**config.mk**
```make
export PLATFORM = sky130hd
export DESIGN_NAME = blink_monitor
export DESIGN_NICKNAME = d
export VERILOG_FILES = /design/src/rtl/blink_defs.sv /design/src/rtl/sync_debounce.sv /design/src/rtl/blink_monitor.sv
export SDC_FILE = /design/constraint.sdc
export NUM_CORES = 1
export LEC_CHECK = 0
export CAP_MARGIN = 40
export CORE_UTILIZATION = 37
export DETAILED_ROUTE_END_ITERATION = 10
export HOLD_SLACK_MARGIN = 0.12
export PLACE_DENSITY = 0.61
export SLEW_MARGIN = 10
export SYNTH_ARGS = -nofsm -noshare
export SYNTH_HDL_FRONTEND = slang
export SYNTH_SLANG_ARGS = --single-unit
```
**constraint.sdc**
```tcl
create_clock -name clk -period 2.35 [get_ports clk]
set_input_delay 0.47 -clock clk [delete_from_list [all_inputs] [get_ports clk]]
set_output_delay 0.47 -clock clk [all_outputs]
set_load 0.02 [all_outputs]
```
**src/rtl/blink_defs.sv**
```systemverilog
// Shared definitions for the blink receive path: FSM encodings and the
// saturation ceiling used by the width-parameterized counters.
package blink_defs;

  typedef enum logic [1:0] {
    ST_IDLE    = 2'd0,
    ST_ARMED   = 2'd1,
    ST_STALLED = 2'd2
  } state_e;

  // All-ones value of a w-bit counter (w up to 32).
  function automatic int unsigned cnt_max(input int unsigned w);
    return (w >= 32) ? 32'hFFFF_FFFF : ((32'd1 << w) - 32'd1);
  endfunction

endpackage

```
**src/rtl/sync_debounce.sv**
```systemverilog
// Two-flop synchronizer followed by a run-length debouncer. rise/fall are
// the accept strobes, high in the cycle before dout takes its new level.
module sync_debounce #(
  parameter int DB_CYCLES = 8
) (
  input  logic clk,
  input  logic rst,
  input  logic din,
  output logic dout,
  output logic rise,
  output logic fall
);

  localparam int DB_W = (DB_CYCLES > 1) ? $clog2(DB_CYCLES) : 1;
  localparam logic [DB_W-1:0] DB_LAST = DB_W'(DB_CYCLES - 1);

  logic            s1_q, s1_d;
  logic            s2_q, s2_d;
  logic            clean_q, clean_d;
  logic [DB_W-1:0] db_cnt_q, db_cnt_d;
  logic            accept;

  always_comb begin
    s1_d     = din;
    s2_d     = s1_q;
    accept   = (s2_q != clean_q) && (db_cnt_q == DB_LAST);
    clean_d  = accept ? s2_q : clean_q;
    // Any sample matching the clean level restarts the run.
    if ((s2_q == clean_q) || accept) db_cnt_d = '0;
    else                             db_cnt_d = db_cnt_q + 1'b1;
  end

  always_ff @(posedge clk or negedge rst) begin
    if (!rst) begin
      s1_q     <= 1'b0;
      s2_q     <= 1'b0;
      clean_q  <= 1'b0;
      db_cnt_q <= '0;
    end else begin
      s1_q     <= s1_d;
      s2_q     <= s2_d;
      clean_q  <= clean_d;
      db_cnt_q <= db_cnt_d;
    end
  end

  assign dout = clean_q;
  assign rise = accept &  s2_q;
  assign fall = accept & ~s2_q;

endmodule

```
**src/rtl/blink_monitor.sv**
```systemverilog
// Blink line receiver: debounced level, edge strobes, rise-to-rise period,
// high time, and stall detection when edges stop arriving.
module blink_monitor
  import blink_defs::*;
#(
  parameter int CNT_W          = 24,
  parameter int DB_CYCLES      = 8,
  parameter int TIMEOUT_CYCLES = 12000000
) (
  input  logic             clk,
  input  logic             rst,
  input  logic             blink_in,
  output logic             blink_clean,
  output logic             rise_pulse,
  output logic             fall_pulse,
  output logic [CNT_W-1:0] period,
  output logic             period_valid,
  output logic [CNT_W-1:0] high_time,
  output logic             stalled
);

  localparam logic [CNT_W-1:0] CNT_MAX = CNT_W'(cnt_max(CNT_W));
  // Idle counter is sized from the timeout so it never wraps below it.
  localparam int               IDLE_W  = $clog2(TIMEOUT_CYCLES + 1);
  localparam logic [IDLE_W-1:0] TO_MAX  = IDLE_W'(TIMEOUT_CYCLES);
  localparam logic [IDLE_W-1:0] TO_LAST = IDLE_W'(TIMEOUT_CYCLES - 1);

  function automatic logic [CNT_W-1:0] sat_inc(input logic [CNT_W-1:0] v);
    return (v == CNT_MAX) ? v : v + 1'b1;
  endfunction

  state_e            state_q, state_d;
  logic              clean, rise_acc, fall_acc, edge_acc, timeout;
  logic              rise_pulse_q, rise_pulse_d;
  logic              fall_pulse_q, fall_pulse_d;
  logic [CNT_W-1:0]  per_cnt_q, per_cnt_d;
  logic [CNT_W-1:0]  high_cnt_q, high_cnt_d;
  logic [CNT_W-1:0]  period_q, period_d;
  logic [CNT_W-1:0]  high_time_q, high_time_d;
  logic [IDLE_W-1:0] idle_cnt_q, idle_cnt_d;
  logic              period_valid_q, period_valid_d;
  logic              stalled_q, stalled_d;

  sync_debounce #(.DB_CYCLES(DB_CYCLES)) u_sync (
    .clk  (clk),
    .rst  (rst),
    .din  (blink_in),
    .dout (clean),
    .rise (rise_acc),
    .fall (fall_acc)
  );

  assign edge_acc = rise_acc | fall_acc;
  // An edge in the same cycle as the timeout wins.
  assign timeout  = (idle_cnt_q == TO_LAST) && !edge_acc;

  always_ff @(posedge clk or negedge rst) begin
    if (!rst) state_q <= ST_IDLE;
    else      state_q <= state_d;
  end

  always_comb begin
    state_d = state_q;
    unique case (state_q)
      ST_IDLE: begin
        if (rise_acc)     state_d = ST_ARMED;
        else if (timeout) state_d = ST_STALLED;
      end
      ST_ARMED: begin
        if (timeout) state_d = ST_STALLED;
      end
      ST_STALLED: begin
        if (rise_acc) state_d = ST_ARMED;
      end
      default: state_d = ST_IDLE;
    endcase
  end

  always_comb begin
    period_valid_d = (state_q == ST_ARMED) && rise_acc;
    period_d       = period_valid_d ? sat_inc(per_cnt_q) : period_q;
    stalled_d      = (state_d == ST_STALLED);
  end

  always_comb begin
    rise_pulse_d = rise_acc;
    fall_pulse_d = fall_acc;
    // Restarting at 0 on the accepted rise makes per_cnt+1 equal the
    // rise-to-rise distance in cycles at the next accepted rise.
    per_cnt_d    = rise_acc ? '0 : sat_inc(per_cnt_q);
    if (rise_acc)   high_cnt_d = CNT_W'(1);
    else if (clean) high_cnt_d = sat_inc(high_cnt_q);
    else            high_cnt_d = high_cnt_q;
    high_time_d  = fall_acc ? high_cnt_q : high_time_q;
    if (edge_acc)                  idle_cnt_d = '0;
    else if (idle_cnt_q == TO_MAX) idle_cnt_d = idle_cnt_q;
    else                           idle_cnt_d = idle_cnt_q + 1'b1;
  end

  always_ff @(posedge clk or negedge rst) begin
    if (!rst) begin
      rise_pulse_q   <= 1'b0;
      fall_pulse_q   <= 1'b0;
      per_cnt_q      <= '0;
      high_cnt_q     <= '0;
      period_q       <= '0;
      high_time_q    <= '0;
      idle_cnt_q     <= '0;
      period_valid_q <= 1'b0;
      stalled_q      <= 1'b0;
    end else begin
      rise_pulse_q   <= rise_pulse_d;
      fall_pulse_q   <= fall_pulse_d;
      per_cnt_q      <= per_cnt_d;
      high_cnt_q     <= high_cnt_d;
      period_q       <= period_d;
      high_time_q    <= high_time_d;
      idle_cnt_q     <= idle_cnt_d;
      period_valid_q <= period_valid_d;
      stalled_q      <= stalled_d;
    end
  end

  assign blink_clean  = clean;
  assign rise_pulse   = rise_pulse_q;
  assign fall_pulse   = fall_pulse_q;
  assign period       = period_q;
  assign period_valid = period_valid_q;
  assign high_time    = high_time_q;
  assign stalled      = stalled_q;

endmodule

```
==> PnR_summary.wiki, run 1 <==
{| class="wikitable"
! Metric !! Value
|-
| Most common library cell in the layout ignoring fill and taps || dfrtp_1
|-
| Max Cap Viol || 0
|-
| Buffers inserted during post-CTS setup optimization || 0
|-
| Average size of a mapped cell || between 10 and 15 µm²
|-
| Clock root cell || clkbuf_16
|-
| Share of final-layout standard cells stronger than drive strength 1 || 0.114
|-
| Endpoint of the lowest-slack register-to-register path || high_cnt_q[15]
|-
| Tcrit/Tclk final || 0.932
|-
| Overall routed net length || ~12000 µm
|-
| Number of antenna violations at the first check in global routing || 0
|-
| P_leak || approximately 3.3 nW
|-
| Warnings from Yosys || 0
|-
| Power density relative to cell area || about 790 mW/mm²
|-
| Slew @ Worst Pin || 0.708 ns
|-
| Average wire per standard cell || between 10 and 15 µm
|-
| CP Capture Point || high_cnt_q[15]
|-
| Result of the run || finished clean
|-
| Setup Skew || 0.00744 ns
|-
| Final-layout fill cell count || ~1500
|-
| Sequential cell area in the final layout || 0.00330 mm²
|-
| Uppermost metal layer occupied by signal nets || met4
|-
| Vias per inst || about 5.0
|-
| Residual antenna-violating net count after detailed routing || 0
|-
| Post-synth cell types || 47
|-
| Net Count, Synth || 574
|-
| Site Rows || 46
|-
| Required time of the critical path || 2.68 ns
|-
| Placed Instance Area || 0.00680 mm²
|-
| DPL Wire Length || approximately 8000 µm
|-
| Clock network power share || 0.416
|-
| Synthesized area || around 0.006 mm²
|-
| Power Total || around 0.0058 W
|-
| Arrival time reported for the critical path endpoint || roughly 2.5 ns
|-
| Final Wtd Congestion || ~0.76
|-
| Crit Path Max Fanout || 14
|-
| Post-cts gate resize count || 0
|-
| Post-synthesis instance total || roughly 570
|-
| Minimum setup slack after placement || 0.200 ns
|-
| Starting utilization of the core area || 0.378
|-
| Worst vdd rail ir drop || just under 0.6 mV
|-
| Endpoint type of the worst setup path || flip-flop
|-
| Class of the most critical setup path || reg2reg
|-
| Switching share of power || 0.262
|-
| Most frequent cells in the layout || dfrtp_1, nor2_1, nand2_1, clkdlybuf4s50_1, xnor2_1
|-
| Standard cell core area || roughly 0.016 mm²
|-
| Die area || ~0.017 mm²
|-
| Internal Pwr Total || roughly 0.0043 W
|-
| Met2 wire length || 5500 µm
|-
| Htree depth || 4
|-
| Count of endpoints failing hold in the final timing report || 0
|-
| Combinational Power Share || 0.117
|-
| Number of input and output port buffers inserted || 55
|-
| Number of buffers inserted for hold repair after clock tree synthesis || 0
|-
| Via count of the first global-routing pass || roughly 4200
|-
| Max-slew headroom at the worst pin || 0.528
|-
| Longest Clk Path Bufs || 2
|-
| Register bit count reported by yosys || around 130
|-
| Unrepaired setup endpoints after global routing || false
|-
| Multi-input gate area in the final layout || between 0.002 and 0.003 mm²
|-
| Latest clock arrival within the worst-skew pair || roughly 0.41 ns
|-
| Post-layout worst setup margin || 0.159 ns
|-
| Total number of nets in the final design || 638
|-
| Source of the critical timing path || high_cnt_q[0]
|-
| Top-Level Pins || between 50 and 60
|-
| Highest Clock Rate || ~0.46 GHz
|-
| Overall global routing resource usage || 0.153
|-
| Setup violators final || 0
|-
| Design Area, Final || 0.00734 mm²
|-
| Chip width || approximately 130 µm
|-
| Worst hold path type || in2async
|-
| Sequential share of the synthesized area || 0.553
|-
| Final setup TNS || 0 ns
|-
| Synthesis-to-layout area growth || 22.8%
|-
| TritonCTS clock tree || done
|-
| Die height || between 100 and 150 µm
|-
| Clock slew at the register clock pins of the worst setup and hold paths || 0.05 ns
|-
| Power spent charging and discharging nets || between 0.0015 and 0.002 W
|-
| Part of the power in registers || 0.467
|-
| Post-route met1 wirelength || 5670 µm
|-
| R2R Setup Slk || approximately 0.16 ns
|-
| Total overflow reported by the global router || 0
|-
| Largest net degree at the start of global routing || roughly 130
|-
| DRC || 0
|-
| Diode insertion count for antenna repair || 0
|-
| Critical Path Source Type || flip-flop
|-
| Routed length on met3 || ~310 µm
|-
| TritonCTS Buffers || 17
|-
| Drt initial violations || 238
|-
| Number of optimization iterations in the first detailed-route pass || 4
|-
| Shortest clock period the worst path allows after layout || around 2.2 ns
|-
| FF-to-FF path depth || 6
|-
| First-pass GRT wire length || 19800 µm
|-
| Total via count after detailed routing || about 4300
|-
| CTS Sinks || ~130
|-
| Final slew viol count || 0
|-
| RR Startpoint || high_cnt_q[0]
|}
cell usage after synthesis (all sizes together):
cell type	count	area (µm²)
nand2b	2	12.5
nor4bb	1	10.0
xor2	20	175
o31ai	6	45.0
buf	6	33.8
nand4	22	153
dfrtp	132	3300
or3	8	51.3
or4	3	27.5
nor3	15	80.1
a211oi	6	45.0
o21ai	30	150
or3b	1	8.76
o211ai	3	22.5
and4	8	70.1
a31oi	2	12.5
mux2	23	259
mux2i	5	50.1
nand2	59	221
a41oi	2	17.5
nor4	6	37.5
clkinv	1	3.75
a21boi	2	15.0
nand3b	3	22.5
and3	12	75.1
nor4b	1	23.8
a21oi	21	105
clkbuf	16	60.1
a2111oi	3	57.6
xnor2	32	280
nor2	62	233
and2	6	37.5
inv	9	33.8
nor2b	3	18.8
ha	6	75.1
nand3	25	125
a21o	2	15.0
a31o	1	8.76
per-stage QoR:
step,util,hold slack [ns],instances
after floorplan,-,0.174,565
after global placement,0.430,0.342,826
after detailed placement,0.430,0.338,826
after CTS,0.463,0.201,855
after global routing,0.463,0.234,855
final,0.463,0.158,855
how the worst min path moves through the flow:
stage                     depth (start not counted)  slack (ns)           to   startpoint
after CTS                                         2        0.20   fall_pulse          rst
final                                             2        0.16   fall_pulse          rst
after global routing                              2        0.23   fall_pulse          rst
after floorplan                                   0        0.17   fall_pulse          rst
after detailed placement                          0        0.34  u_sync.s2_q  u_sync.s1_q
after global placement                            0        0.34  u_sync.s2_q  u_sync.s1_q
area by class of cell:
type | count | share of cell area
sequential | 132 | 0.450
clock buffer | 23 | 0.0652
clock inverter | 6 | 0.00750
tap | 216 | 0.0368
inverter | 10 | 0.00512
multi-input combinational | 401 | 0.346
timing repair buffer | 67 | 0.0887
routing by layer:
metal / up-vias / track usage
met5: - / 0
met4: 0 / 0.0720
met3: 24 / 0.0372
met2: 67 / 0.245
met1: 2087 / 0.197
li1: 2120 / -
logic make-up (layout without fill, tap and decap cells):
logic type / count (synthesis) / count (layout) / share of synthesized area
AND/OR/NAND/NOR: 237 / 237 / 0.202
buffers and inverters: 32 / 106 / 0.0220
adder cells (fa/ha/maj): 6 / 6 / 0.0126
AO/OA/AOI/OAI: 78 / 78 / 0.0827
flip-flops: 132 / 132 / 0.553
multiplexers: 28 / 28 / 0.0517
XOR/XNOR: 52 / 52 / 0.0762
flip-flops by register name, indices dropped and copies added (netlist names), 2 cells and up:
name / count
high_cnt_q: 24
high_time: 24
idle_cnt_q: 24
per_cnt_q: 24
period: 24
state_q: 2
u_sync.db_cnt_q: 3
power by group through the flow:
stage	clock (W)	combinational, W	sequential, W
2_1_floorplan	0	0.000490	0.00269
3_3_place_gp	0	0.000652	0.00272
3_5_place_dp	0	0.000678	0.00274
4_1_cts	0.00247	0.000686	0.00270
5_1_grt	0.00256	0.000774	0.00273
6_report	0.00240	0.000675	0.00270
worst max-delay path, cell delays in order (launching register included):
cell and delay, ns:
dfrtp_1 0.42, ha_1 0.24, nand4_1 0.14, nor3_1 0.52, a21o_1 0.46, o21ai_0 0.18
a21oi_1 0.15
Power figures use the tool's default switching activity.
==> inputs of run 2 (changes only) <==
Settings changed: PLACE_DENSITY 0.61 to 0.63.
Clock period 2.35 ns to 1.91 ns, I/O delays scaled along.
==> run 2 against run 1 <==
  * Final cell count is 3.4% higher
  * Flip-flop and latch count stayed put
  * Fmax is 18% higher
  * Clock power is 18% higher
  * Combinational power is 61% higher
  * Critical path depth is 1 lower
  * Sequential power is 21% higher
  * Setup slack worse by 0.11 ns
  * Clock-buffer cell count is 1 higher
  * Via count is 3.4% higher
  * Design area is 4.3% higher
  * Critical path type unchanged
==> PnR_summary.wiki, run 2 (synthesis gave the netlist of run 1 again) <==
{| class="wikitable"
! Metric !! Value
|-
| Vias per inst || 5.03
|-
| First-pass GRT wire length || 21100 µm
|-
| Internal Pwr Total || 0.00525 W
|-
| Site Rows || 46
|-
| Final setup TNS || 0 ns
|-
| Final slew viol count || 0
|-
| Top-Level Pins || 56
|-
| Overall global routing resource usage || 0.164
|-
| CTS Sinks || 132
|-
| Worst vdd rail ir drop || 0.678 mV
|-
| Via count of the first global-routing pass || about 4400
|-
| Cell with the largest stage delay on the worst path || or4_4
|-
| Clock root cell || clkbuf_16
|-
| Power density relative to cell area || 937 mW/mm²
|-
| Max Cap Viol || 0
|-
| Crit Path Max Fanout || 6
|-
| Largest net degree at the start of global routing || 50
|-
| Final Wtd Congestion || about 0.8
|-
| Slew @ Worst Pin || 0.425 ns
|-
| DPL Wire Length || 8610 µm
|-
| Latest clock arrival within the worst-skew pair || between 0.4 and 0.5 ns
|-
| Part of the power in registers || 0.454
|-
| Die height || about 130 µm
|-
| Standard cell core area || between 0.015 and 0.02 mm²
|-
| DRC || 0
|-
| Synthesis-to-layout area growth || 28.1%
|-
| Setup Skew || approximately 0.0081 ns
|-
| Max stage delay on crit path || 0.60 ns
|-
| Residual antenna-violating net count after detailed routing || 0
|-
| Total overflow reported by the global router || 0
|-
| TritonCTS Buffers || 17
|-
| Max-slew headroom at the worst pin || 0.716
|-
| Power spent charging and discharging nets || between 0.0015 and 0.002 W
|-
| Count of endpoints failing hold in the final timing report || 0
|-
| Chip width || about 130 µm
|-
| Shortest clock period the worst path allows after layout || 1.86 ns
|-
| Arrival time reported for the critical path endpoint || around 2.2 ns
|-
| Number of input and output port buffers inserted || 55
|-
| Clock slew at the register clock pins of the worst setup and hold paths || 0.05 ns
|-
| Most frequent cells in the layout || dfrtp_1, nor2_1, nand2_1, clkdlybuf4s50_1, buf_4
|-
| Combinational Power Share || 0.151
|-
| Share of final-layout standard cells stronger than drive strength 1 || 0.165
|-
| Diode insertion count for antenna repair || 0
|-
| Clock network power share || 0.394
|-
| Tcrit/Tclk final || 0.973
|-
| Class of the most critical setup path || reg2reg
|-
| Setup violators final || 0
|-
| Critical Path Source Type || flip-flop
|-
| Total via count after detailed routing || between 4000 and 5000
|-
| Average wire per standard cell || roughly 14 µm
|-
| Starting utilization of the core area || 0.378
|-
| Power Total || roughly 0.007 W
|-
| Drt initial violations || ~250
|-
| Endpoint type of the worst setup path || flip-flop
|-
| Worst hold path type || reg2reg
|-
| Overall routed net length || 12400 µm
|-
| Longest Clk Path Bufs || 2
|-
| Most common library cell in the layout ignoring fill and taps || dfrtp_1
|-
| Sequence of cells on the critical path || nand4_1, or4_4, a2111oi_2, xnor2_1, o21ai_1
|-
| Result of the run || finished clean
|-
| TritonCTS clock tree || done
|-
| Required time of the critical path || 2.21 ns
|-
| Number of optimization iterations in the first detailed-route pass || 4
|-
| Switching share of power || 0.268
|-
| Total number of nets in the final design || about 670
|-
| Unrepaired setup endpoints after global routing || true
|-
| P_leak || ~3.4 nW
|-
| Die area || approximately 0.017 mm²
|-
| Highest Clock Rate || approximately 0.54 GHz
|-
| Number of antenna violations at the first check in global routing || 0
|-
| Htree depth || 4
|}
-- run 2: cell types whose count changed in the layout (fill, tap and decap cells not counted), moves of 3 or more --
cell and delta:
nand3_1 -3, nand3_2 +3, buf_4 +20, buf_12 +6
-- run 2: per-layer routing --
layer  wire, µm  GRT usage  vias up
li1           -          -     2180
met1       5810      0.205     2167
met2       6020      0.271       78
met3        361     0.0355       21
met4        218     0.0789        0
met5          0          0        -
-- run 2: critical path: cells and delay by family, from the launching register on --
family	cells	cell delay (ns)
AOI/OAI and AO/OA	2	0.43
xor gates and xnor gates	1	0.19
DFF	1	0.37
and+or+nand+nor	2	0.75
-- run 2: metrics by stage --
step,worst slack [ns],instance area (µm²),hold WS [ns],instances,utilization
after detailed placement,-0.00188,7070,0.349,850,0.447
after CTS,0.00274,7600,0.361,882,0.480
final,0.0517,7650,0.357,884,0.484
after floorplan,-0.0246,5990,0.0864,565,-
after global placement,0.0608,7070,0.339,850,0.447
after global routing,-0.0493,7650,0.366,884,0.484
-- run 2: cell type report --
type                       instances  area [µm²]
sequential                       132        3300
fill                            1393        8170
clock buffer                      24         482
multi-input combinational        401        2590
clock inverter                     6        30.0
timing repair buffer              95         941
inverter                          10        37.5
tap                              216         270
-- run 2: power groups by stage --
stage	Combinational, W	Sequential [W]	Clock (W)
after CTS	0.00107	0.00325	0.00290
after floorplan	0.000606	0.00331	0
after global placement	0.00101	0.00328	0
after detailed placement	0.00106	0.00330	0
after global routing	0.00122	0.00329	0.00302
final	0.00109	0.00326	0.00283
-- run 2: path summary, 6_finish.rpt --
check | start | endpoint | slack, ns | cells after the start
min in group asynchronous | rst | high_time[6] | 0.44 | 2
setup reg to reg | per_cnt_q[11] | period[23] | 0.05 | 5
max in group asynchronous | rst | per_cnt_q[9] | 0.90 | 3
setup / recovery | per_cnt_q[11] | period[23] | 0.05 | 5
hold reg to reg | u_sync.s1_q | u_sync.s2_q | 0.36 | 0
hold / removal | u_sync.s1_q | u_sync.s2_q | 0.36 | 0
-- run 2: timing repair --
action,CTS,global route
hold buffers,1,0
pin swaps,0,5
endpoints found under the hold margin,25,0
buffers inserted,1,2
gates resized for setup,1,10
setup endpoints to repair,2,25
==> inputs of run 3 (changes only) <==
Settings changed: ABC_AREA set to 1, PLACE_DENSITY 0.63 to 0.62.
==> run 3 against run 2 <==
  * Worst hold slack improved by 0.013 ns
  * Via count increased by 31%
  * Sequential power decreased by 2%
  * Wire length increased by 29%
  * Combinational power decreased by 8%
  * Die area increased by 13%
  * Non-clock buffer count decreased by 11
  * Sequential share of layout area decreased by 3.8 points
  * Register-to-register slack improved by 0.09 ns
  * Clock-buffer cell count decreased by 2
==> PnR_summary.wiki, run 3 <==
{| class="wikitable"
! Metric !! Value
|-
| Net Count, Synth || 907
|-
| DPL Wire Length || 11300 µm
|-
| Fraction of the core area covered by cells at the end of the flow || 0.467
|-
| Register bit count reported by yosys || approximately 130
|-
| Unrepaired setup endpoints after global routing || false
|-
| Largest net degree at the start of global routing || 56
|-
| Standard cell core area || 0.0180 mm²
|-
| Chip width || around 140 µm
|-
| Basic-gate share of the synthesized area counting and, or, nand and nor cells || 0.323
|-
| Class of the most critical setup path || reg2out
|-
| Post-synthesis share of cell area spent on xor and xnor gates || 0.0258
|-
| Ys async rst share || 1.00
|-
| Slew @ Worst Pin || 0.436 ns
|-
| Clock root cell || clkbuf_16
|-
| Latest clock arrival within the worst-skew pair || between 0.4 and 0.5 ns
|-
| Ys flop type || dfrtp_1
|-
| Worst hold path type || reg2reg
|-
| Post-synthesis mux area share || 0
|-
| Average size of a mapped cell || around 7.6 µm²
|-
| Required time of the critical path || ~1.5 ns
|-
| Sequential share of the synthesized area || 0.486
|-
| Final Wtd Congestion || just under 0.9
|-
| Longest Clk Path Bufs || 2
|-
| Setup violators final || 0
|-
| First-pass GRT wire length || between 20000 and 30000 µm
|-
| Cells taking the most area after synthesis || dfrtp_1, nand2_1, nor2_1, nand3_1, inv_1
|-
| Most area-hungry cell type in the Yosys netlist || dfrtp_1
|-
| Max stage delay on crit path || between 0.6 and 0.7 ns
|-
| Placed Instance Area || ~0.0077 mm²
|-
| Overall global routing resource usage || 0.186
|-
| Worst vdd rail ir drop || 0.704 mV
|-
| Total overflow reported by the global router || 0
|-
| Share of Yosys cell area claimed by the top area cell type || 0.486
|-
| Crit Path Max Fanout || 2
|-
| Count of endpoints failing hold in the final timing report || 0
|-
| Highest Clock Rate || 0.560 GHz
|-
| Design Area, Final || roughly 0.0084 mm²
|-
| Cell with the largest stage delay on the worst path || clkdlybuf4s50_1
|-
| Clock slew at the register clock pins of the worst setup and hold paths || around 0.06 ns
|-
| CTS Sinks || about 130
|-
| Category of cells accounting for the largest share of critical-path delay || buffers and inverters
|-
| Combinational family with the most area after synthesis || simple AND/OR/NAND/NOR gates
|-
| Residual antenna-violating net count after detailed routing || 0
|-
| Starting utilization of the core area || 0.378
|-
| Result of the run || finished clean
|-
| Critical Path Source Type || flip-flop
|-
| R2R Setup Slk || approximately 0.14 ns
|-
| Sequence of cells on the critical path || clkdlybuf4s50_1
|-
| Overall routed net length || ~16000 µm
|-
| Synthesis-to-layout area growth || 23.5%
|-
| Number of buffers and inverters on the critical path || 1
|-
| Endpoint type of the worst setup path || primary output
|-
| Post-layout worst setup margin || 0.124 ns
|-
| Number of optimization iterations in the first detailed-route pass || 5
|-
| Total via count after detailed routing || about 5800
|-
| Setup Skew || 0.0108 ns
|-
| Vias per inst || between 4 and 5
|-
| Minimum setup slack after placement || slightly below 0.09 ns
|-
| TritonCTS clock tree || done
|-
| Via count of the first global-routing pass || ~5600
|-
| Post-synthesis instance total || 898
|-
| Post-synth cell types || 27
|-
| Power Total || approximately 0.0076 W
|-
| Fraction of the mapped netlist area in compound gates || 0.0781
|-
| Power density relative to cell area || slightly above 900 mW/mm²
|-
| Share of final-layout standard cells stronger than drive strength 1 || 0.0897
|-
| Number of antenna violations at the first check in global routing || 0
|-
| Adder-cell area share of the yosys netlist || 0.0110
|-
| Max-slew headroom at the worst pin || 0.709
|-
| TritonCTS Buffers || 17
|-
| Most common library cell in the layout ignoring fill and taps || nand2_1
|-
| Count of flip-flops with a built-in enable after synthesis || 0
|-
| Shortest clock period the worst path allows after layout || ~1.8 ns
|-
| Htree depth || 4
|-
| Final setup TNS || 0 ns
|-
| Total number of nets in the final design || around 990
|-
| Die area || 0.0189 mm²
|-
| Drt initial violations || roughly 320
|-
| Synthesized area || slightly below 0.007 mm²
|-
| Most frequent cells in the layout || nand2_1, dfrtp_1, nor2_1, inv_1, nand3_1
|-
| P_leak || 3.94 nW
|-
| Diode insertion count for antenna repair || 0
|-
| Number of input and output port buffers inserted || 55
|-
| Tcrit/Tclk final || 0.935
|-
| Count leader, synth || nand2_1
|-
| Site Rows || 49
|-
| Die height || approximately 140 µm
|-
| Average wire per standard cell || about 13 µm
|-
| DRC || 0
|-
| Top-Level Pins || 56
|-
| Arrival time reported for the critical path endpoint || 1.40 ns
|-
| Warnings from Yosys || 0
|-
| Most numerous cell types in the synthesized netlist || nand2_1, dfrtp_1, nor2_1
|-
| Final slew viol count || 0
|-
| Max Cap Viol || 0
|}
==> run 3: report_power, final <==
| part | total (W) | internal, W | switching, W |
|---|---|---|---|
| Combinational | 0.00100 | 0.000395 | 0.000608 |
| Clock | 0.00345 | 0.00224 | 0.00121 |
| Sequential | 0.00319 | 0.00300 | 0.000185 |
| Total | 0.00764 | 0.00564 | 0.00200 |
==> run 3: layer usage <==
layer  vias to the layer above  wire, µm  GRT usage
li1                       3015         -          -
met5                         -         0          0
met2                       104      7150      0.291
met1                      2684      8070      0.257
met4                         0       196     0.0598
met3                        16       552     0.0375
==> run 3: cell type report <==
class                   instances  area (µm²)
well taps                     229         287
inverters                      98         370
clock inverters                10         154
flip-flops and latches        132        3300
multi-input cells             646        2980
repair buffers                 84         833
clock buffers                  22         464
fillers                      1791        9570
==> run 3: path summary, 6_finish.rpt <==
kind	start	endpoint	cells past startpoint
max	period[0]	period[0]	1
min	u_sync.s1_q	u_sync.s2_q	0
max reg2reg	u_sync.db_cnt_q[0]	high_cnt_q[14]	9
min reg2reg	u_sync.s1_q	u_sync.s2_q	0
max in group asynchronous	rst	high_time[11]	3
min in group asynchronous	rst	period_valid	2
==> run 3: kinds of logic (layout without fill, tap and decap cells) <==
family                     after synthesis  count (layout)
and+or+nand+nor                        523             523
buffers and inverters                  120             214
xor gates and xnor gates                20              20
DFF                                    132             132
AOI/OAI and AO/OA                       97              97
adders and majority gates                6               6
==> run 3: stage by stage <==
step,hold WS (ns),instances
finish,0.369,1221
global route,0.382,1221
CTS,0.374,1220
detailed placement,0.276,1187
global placement,0.274,1187
floorplan,0.0864,898
==> run 3: repair_timing <==
action / CTS / global route
setup endpoints to repair: 1 / 31
hold buffers: 1 / 0
hold endpoints to repair: 26 / 0
resized for setup: 1 / 3
setup buffers: 0 / 1
